**src/rtl/tap_pkg.sv**
```systemverilog
`default_nettype none
// ============================================================================
// Module   : tap_pkg
// Purpose  : Shared types and constants for the tap_ctrl_p JTAG TAP controller.
//            Holds the 16-state TAP encoding, the IR capture pattern and the
//            IDCODE register width.
// Contents : tap_state_t   - 4-bit TAP state encoding (IEEE 1149.1 values)
//            c_IR_CAPTURE  - pattern loaded into the IR shift register in CAP_IR
//            c_IDCODE_W    - IDCODE data register width
//            is_shift()    - true in SH_DR / SH_IR
// Revision : 1.0 - initial release
// ============================================================================
package tap_pkg;

   typedef enum logic [3:0] {
      EX2_DR = 4'h0,
      EX1_DR = 4'h1,
      SH_DR  = 4'h2,
      PA_DR  = 4'h3,
      SEL_IR = 4'h4,
      UPD_DR = 4'h5,
      CAP_DR = 4'h6,
      SEL_DR = 4'h7,
      EX2_IR = 4'h8,
      EX1_IR = 4'h9,
      SH_IR  = 4'hA,
      PA_IR  = 4'hB,
      RTI    = 4'hC,
      UPD_IR = 4'hD,
      CAP_IR = 4'hE,
      TLR    = 4'hF
   } tap_state_t;

   // The two LSBs captured into the IR are fixed at 2'b01 by 1149.1 so that a
   // broken scan chain can be detected from the first shifted bits.
   localparam logic [1:0] c_IR_CAPTURE = 2'b01;

   localparam int c_IDCODE_W = 32;

   function automatic logic is_shift(input tap_state_t s);
      return (s == SH_DR) || (s == SH_IR);
   endfunction

endpackage : tap_pkg
`default_nettype wire

```
**src/rtl/tap_fsm.sv**
```systemverilog
`default_nettype none
// ============================================================================
// Module   : tap_fsm
// Purpose  : IEEE 1149.1 TAP state register and TMS-driven next-state logic.
// Ports    : CLK    in  test clock (TCK), rising edge
//            RST_N  in  asynchronous active-low reset (TRST*), forces TLR
//            ENABLE in  clock enable; low holds the state
//            TMS    in  mode select
//            STATE  out current TAP state (registered)
// Revision : 1.0 - initial release
// ============================================================================
module tap_fsm
   import tap_pkg::*;
(
   input  logic       CLK,
   input  logic       RST_N,
   input  logic       ENABLE,
   input  logic       TMS,
   output tap_state_t STATE
);

   tap_state_t r_state;

   always_ff @(posedge CLK or negedge RST_N) begin
      if (!RST_N) begin
         r_state <= TLR;
      end else if (ENABLE) begin
         case (r_state)
            TLR    : r_state <= TMS ? TLR    : RTI;
            RTI    : r_state <= TMS ? SEL_DR : RTI;
            SEL_DR : r_state <= TMS ? SEL_IR : CAP_DR;
            CAP_DR : r_state <= TMS ? EX1_DR : SH_DR;
            SH_DR  : r_state <= TMS ? EX1_DR : SH_DR;
            EX1_DR : r_state <= TMS ? UPD_DR : PA_DR;
            PA_DR  : r_state <= TMS ? EX2_DR : PA_DR;
            EX2_DR : r_state <= TMS ? UPD_DR : SH_DR;
            UPD_DR : r_state <= TMS ? SEL_DR : RTI;
            SEL_IR : r_state <= TMS ? TLR    : CAP_IR;
            CAP_IR : r_state <= TMS ? EX1_IR : SH_IR;
            SH_IR  : r_state <= TMS ? EX1_IR : SH_IR;
            EX1_IR : r_state <= TMS ? UPD_IR : PA_IR;
            PA_IR  : r_state <= TMS ? EX2_IR : PA_IR;
            EX2_IR : r_state <= TMS ? UPD_IR : SH_IR;
            UPD_IR : r_state <= TMS ? SEL_DR : RTI;
         endcase
      end
   end

   assign STATE = r_state;

endmodule : tap_fsm
`default_nettype wire

```
**src/rtl/tap_ctrl_p.sv**
```systemverilog
`default_nettype none
// ============================================================================
// Module   : tap_ctrl_p
// Purpose  : Parametrised IEEE 1149.1 TAP controller. Contains the TAP state
//            machine (tap_fsm), an IR_W-bit instruction register, a 1-bit
//            BYPASS register and, optionally, a 32-bit IDCODE register.
//            Decoded strobes let external test data registers hook in.
// Macro    : TAP_IDCODE_EN - when defined, the IDCODE register exists and the
//            IR resets to IDCODE_OPC; otherwise the IR resets to BYPASS_OPC
//            and IDCODE_OPC selects the external DR like any other opcode.
// Params   : IR_W (>=2), BYPASS_OPC, IDCODE_OPC, IDCODE_VAL (bit 0 = 1)
// Ports    : CLK, RST_N           TCK and asynchronous active-low TRST*
//            ENABLE               clock enable; low holds every register
//            TMS, TDI             JTAG inputs
//            TDO, TDO_EN          serial output and its enable (SH_DR/SH_IR)
//            STATE                current TAP state
//            IR                   current instruction
//            CAPTURE_DR/SHIFT_DR/UPDATE_DR  DR-state strobes
//            EXT_SEL              external DR selected by the IR
//            EXT_TDO              serial output of the external DR
// Revision : 1.0 - initial release
// ============================================================================
module tap_ctrl_p
   import tap_pkg::*;
#(
   parameter int                IR_W       = 4,
   parameter logic [IR_W-1:0]   BYPASS_OPC = '1,
   parameter logic [IR_W-1:0]   IDCODE_OPC = IR_W'(1),
   parameter logic [31:0]       IDCODE_VAL = 32'h0ABC_D0E1
)(
   input  logic              CLK,
   input  logic              RST_N,
   input  logic              ENABLE,
   input  logic              TMS,
   input  logic              TDI,
   output logic              TDO,
   output logic              TDO_EN,
   output logic [3:0]        STATE,
   output logic [IR_W-1:0]   IR,
   output logic              CAPTURE_DR,
   output logic              SHIFT_DR,
   output logic              UPDATE_DR,
   output logic              EXT_SEL,
   input  logic              EXT_TDO
);

`ifdef TAP_IDCODE_EN
   localparam logic            c_ID_EN  = 1'b1;
   localparam logic [IR_W-1:0] c_IR_RST = IDCODE_OPC;
`else
   localparam logic            c_ID_EN  = 1'b0;
   localparam logic [IR_W-1:0] c_IR_RST = BYPASS_OPC;
`endif

   tap_state_t        w_state;
   logic [IR_W-1:0]   r_ir;
   logic [IR_W-1:0]   r_ir_sr;
   logic              r_bypass;
   logic              w_sel_byp;
   logic              w_sel_id;
   logic              w_id_lsb;

   tap_fsm u_fsm (
      .CLK    (CLK),
      .RST_N  (RST_N),
      .ENABLE (ENABLE),
      .TMS    (TMS),
      .STATE  (w_state)
   );

   assign w_sel_byp = (r_ir == BYPASS_OPC);
   assign w_sel_id  = c_ID_EN && (r_ir == IDCODE_OPC) && !w_sel_byp;

   // ------------------------------------------------------------------------
   // Instruction register and bypass register
   // ------------------------------------------------------------------------
   always_ff @(posedge CLK or negedge RST_N) begin
      if (!RST_N) begin
         r_ir     <= c_IR_RST;
         r_ir_sr  <= '0;
         r_bypass <= 1'b0;
      end else if (ENABLE) begin
         case (w_state)
            CAP_IR : r_ir_sr <= IR_W'(c_IR_CAPTURE);
            SH_IR  : r_ir_sr <= {TDI, r_ir_sr[IR_W-1:1]};
            UPD_IR : r_ir    <= r_ir_sr;
            // TLR is only entered from TLR itself or from SEL_IR with TMS=1,
            // so reloading on those edges makes IR valid on the first TLR cycle.
            SEL_IR : if (TMS) r_ir <= c_IR_RST;
            TLR    : r_ir <= c_IR_RST;
            CAP_DR : if (w_sel_byp) r_bypass <= 1'b0;
            SH_DR  : if (w_sel_byp) r_bypass <= TDI;
            default: ;
         endcase
      end
   end

   // ------------------------------------------------------------------------
   // IDCODE register
   // ------------------------------------------------------------------------
`ifdef TAP_IDCODE_EN
   logic [c_IDCODE_W-1:0] r_idcode;

   always_ff @(posedge CLK or negedge RST_N) begin
      if (!RST_N) begin
         r_idcode <= '0;
      end else if (ENABLE && w_sel_id) begin
         if (w_state == CAP_DR) begin
            r_idcode <= IDCODE_VAL;
         end else if (w_state == SH_DR) begin
            r_idcode <= {TDI, r_idcode[c_IDCODE_W-1:1]};
         end
      end
   end

   assign w_id_lsb = r_idcode[0];
`else
   // No IDCODE register in this build; w_sel_id is constant 0 so this value
   // never reaches TDO.
   assign w_id_lsb = IDCODE_VAL[0];
`endif

   // ------------------------------------------------------------------------
   // Outputs: all Moore decodes of the registered state
   // ------------------------------------------------------------------------
   always_comb begin
      TDO = 1'b0;
      if (w_state == SH_IR) begin
         TDO = r_ir_sr[0];
      end else if (w_state == SH_DR) begin
         if (w_sel_byp)     TDO = r_bypass;
         else if (w_sel_id) TDO = w_id_lsb;
         else               TDO = EXT_TDO;
      end
   end

   assign TDO_EN     = is_shift(w_state);
   assign STATE      = w_state;
   assign IR         = r_ir;
   assign CAPTURE_DR = (w_state == CAP_DR);
   assign SHIFT_DR   = (w_state == SH_DR);
   assign UPDATE_DR  = (w_state == UPD_DR);
   assign EXT_SEL    = !w_sel_byp && !w_sel_id;

endmodule : tap_ctrl_p
`default_nettype wire

```
**config.mk**
```make
export PLATFORM = sky130hd
export DESIGN_NAME = tap_ctrl_p
export DESIGN_NICKNAME = d
export VERILOG_FILES = /design/src/rtl/tap_pkg.sv /design/src/rtl/tap_fsm.sv /design/src/rtl/tap_ctrl_p.sv
export SDC_FILE = /design/constraint.sdc
export NUM_CORES = 1
export LEC_CHECK = 0
export BUFFER_PORTS_ARGS = -buffer_cell sky130_fd_sc_hd__clkbuf_2
export CAP_MARGIN = 0
export CORE_MARGIN = 2
export CORE_UTILIZATION = 50
export DETAILED_ROUTE_END_ITERATION = 8
export GPL_ROUTABILITY_DRIVEN = 1
export GPL_TIMING_DRIVEN = 0
export PLACE_DENSITY = 0.74
export SETUP_SLACK_MARGIN = 0.1
export SLEW_MARGIN = 20
export SYNTH_ARGS = -nofsm -noshare
export SYNTH_HDL_FRONTEND = slang
export SYNTH_HIERARCHICAL = 1
export SYNTH_SLANG_ARGS = --single-unit
```
**constraint.sdc**
```tcl
create_clock -name CLK -period 2.3 [get_ports CLK]
set_input_delay 0.46 -clock CLK [delete_from_list [all_inputs] [get_ports CLK]]
set_output_delay 0.46 -clock CLK [all_outputs]
set_load 0.05 [all_outputs]
```
==> results.yml <==
cells_and_area:
  final_core_util_pct: 68.7
  fillers: 104
  drive_gt1_share_pct: 49.5
  antenna_cells: 0
  synthToLayoutAreaGrowth_pct: 26.6
  final_cells: 110
  final_nets: 102
die:
  start_util_pct: 54.2
  die_w_um: 42.0
  ios: 20
  placementRows: 13
  die_h_um: 42.0
  die_area_mm2: 0.00177
  core-area_mm2: 0.00133
global_route:
  antenna_found_initial: 0
  overflow: 0
  grt_max_degree: 19
  first_global_vias: 620
  grt_pass1_wl_mm: 2.89
  grtUsageTotal_pct: 22.1
detailed_routing:
  vias_per_cell: 5.91
  wl_mm: 1.72
  antenna_left: 0
  remaining_drc_errors: 0
  drt_first_pass_iters: 4
  wire_per_inst_um: 15.6
  via_count: 650
  drt-initial-drc-count: 12
place:
  place_ws_ps: 401
  hpwl_mm: 1.13
  dp_cells: 105
  place.gp.congestion: 0.792
  portBuffers: 19
clocking:
  clock_latency_ps: 280
  cts_tree: "yes"
  numCtsBuffers: 3
  root_buffer: "clkbuf_4"
  postCtsHoldBufs: 0
  clockBufferDepth: 2
  clock-sinks: 13
  cts_max_level: 1
  clk_pin_slew_ps: 80
critical_path:
  critPathLaunchType: "flop"
  path_class: "reg2out"
  timing.rr.start: "u_fsm/STATE[0]$_DFFE_PN1P_"
  arrival_ps: 1670
  cp.buffers_inverters: 1
  rrSetupSlack_ps: 690
  r2r-end: "IR[0]$_DFFE_PN1P_"
  cp.depth: 4
  cp_data_required_time_ps: 1840
  crit_chain: "nor3b_4, o21ai_2, a31oi_4, buf_2"
  worstRegToRegCells: 4
  slowest_delay_ps: 670
  crit_family: "flip-flops"
  cpMaxStageDelayCell: "dfstp_4"
  crit_path_end_kind: "output port"
  cp_max_fo: 11
yosys:
  synth.cell_area_um2: 723
  netlist_instances: 71
  synthTopCellsByArea: "dfstp_2, dfrtp_1, o21ai_0"
  synth_most_common_cell: "o21ai_0"
  ys_ff_latch: 13
  avgSynthCellArea_um2: 10.2
  synth_warnings: 6
  synth_flop_cell: "dfstp_2"
  yosysUniqueCellTypes: 30
  synth_common_cells: "o21ai_0, dfstp_2, nand2_1"
  ys_seq_area_share_pct: 46.4
  yosys.area.top_type_share_pct: 29.1
  synth_nets: 77
  synth_top_area_cell: "dfstp_2"
  synth_edf_count: 0
  async_flop_share_pct: 100
timing:
  setup_slack_ps: 172
  hold_viol_final: 0
  rsz0062_at_grt: "no"
  setup_viol: 0
  period_needed_ps: 2130
  report.final.slew_viol_count: 0
  fin_crit_sh_pct: 92.5
  worst_pin_slew_ps: 330
  timing.fmax_mhz: 470
  fin_worst_skew_ps: 1.85
  setup-tns-final_ps: 0
  slew_headroom_pct: 78.0
worst_hold_path:
  hp-class: "in2async"
flow_run:
  cap_violations: 0
run_status:
  status: "complete, no violations"
==> sequential cells by signal, summed over array words and instances, names as in the netlist <==
signal and count:
IR 4, r_ir_sr 4, u_fsm/STATE 4, r_bypass 1
==> layout make-up <==
type                       instances  area, um^2  area share, %
buffer                             1        11.3           1.23
clock buffer                       4        26.3           2.87
inverter                           4        15.0           1.64
multi-input combinational         52         393           42.9
sequential                        13         339           37.0
tap                               15        18.8           2.05
timing repair buffer              21         113           12.3
==> kinds of logic (layout without fill, tap and decap cells) <==
kind of cell | count (synthesis) | in the layout | share of synthesized area [%]
AOI/OAI and AO/OA | 24 | 24 | 24.6
buffers and inverters | 6 | 30 | 4.15
DFF | 13 | 13 | 46.4
muxes | 2 | 2 | 3.46
and+or+nand+nor | 26 | 26 | 21.5
==> worst reg2reg max path, stage by stage (launching register included) <==
cell	delay (ps)
dfstp_2	430
buf_4	180
or4b_1	530
a21oi_2	240
o22a_2	180
==> layer usage <==
metal / part of all wire (%) / track usage, % / vias up
met5: 0 / 0 / -
met4: 1.2 / 11.3 / 0
met3: 4.6 / 3.88 / 4
met2: 49 / 36.3 / 24
met1: 45 / 27.8 / 312
li1: - / - / 310
==> per-stage QoR <==
step	cell area [um^2]	hold WS [ps]
2_1_floorplan	757	164
3_3_place_gp	871	366
6_report	916	60.9
4_1_cts	896	59.3
3_5_place_dp	871	373
5_1_grt	916	78.0
==> worst max path at each step <==
| stage | slack [ps] | start | end |
|---|---|---|---|
| after floorplan | 30 | u_fsm/STATE[1]$_DFFE_PN1P_ | TDO |
| after global placement | 400 | u_fsm/STATE[2]$_DFFE_PN1P_ | UPDATE_DR |
| after detailed placement | 400 | u_fsm/STATE[2]$_DFFE_PN1P_ | UPDATE_DR |
| after CTS | 120 | u_fsm/STATE[1]$_DFFE_PN1P_ | CAPTURE_DR |
| after global routing | 100 | u_fsm/STATE[1]$_DFFE_PN1P_ | TDO |
| final | 170 | u_fsm/STATE[1]$_DFFE_PN1P_ | TDO |
==> timing repair <==
| item | CTS | global route |
|---|---|---|
| endpoints found under the hold margin | 0 | 0 |
| setup endpoints to repair | 4 | 4 |
| buffers inserted | 0 | 2 |
| gates resized for setup | 1 | 2 |
==> layout by cell type, fill, tap and decap left out, types with 2 or more instances in the layout <==
cell type  Yosys  routed
buf_4          0       2
nor2b_1        2       2
nand2b_1       3       3
dfrtp_1        5       5
dfstp_2        8       7
o22a_2         4       4
inv_1          4       4
o21ai_0        9       8
clkbuf_4       0       4
nor2_1         2       2
and4_1         2       2
clkbuf_2       0      17
nand2_1        8       8
a21oi_1        4       4
Power is left out: the tool's default activity adds up to more than one toggle a clock period on the data nets, which glitch-free logic cannot reach.
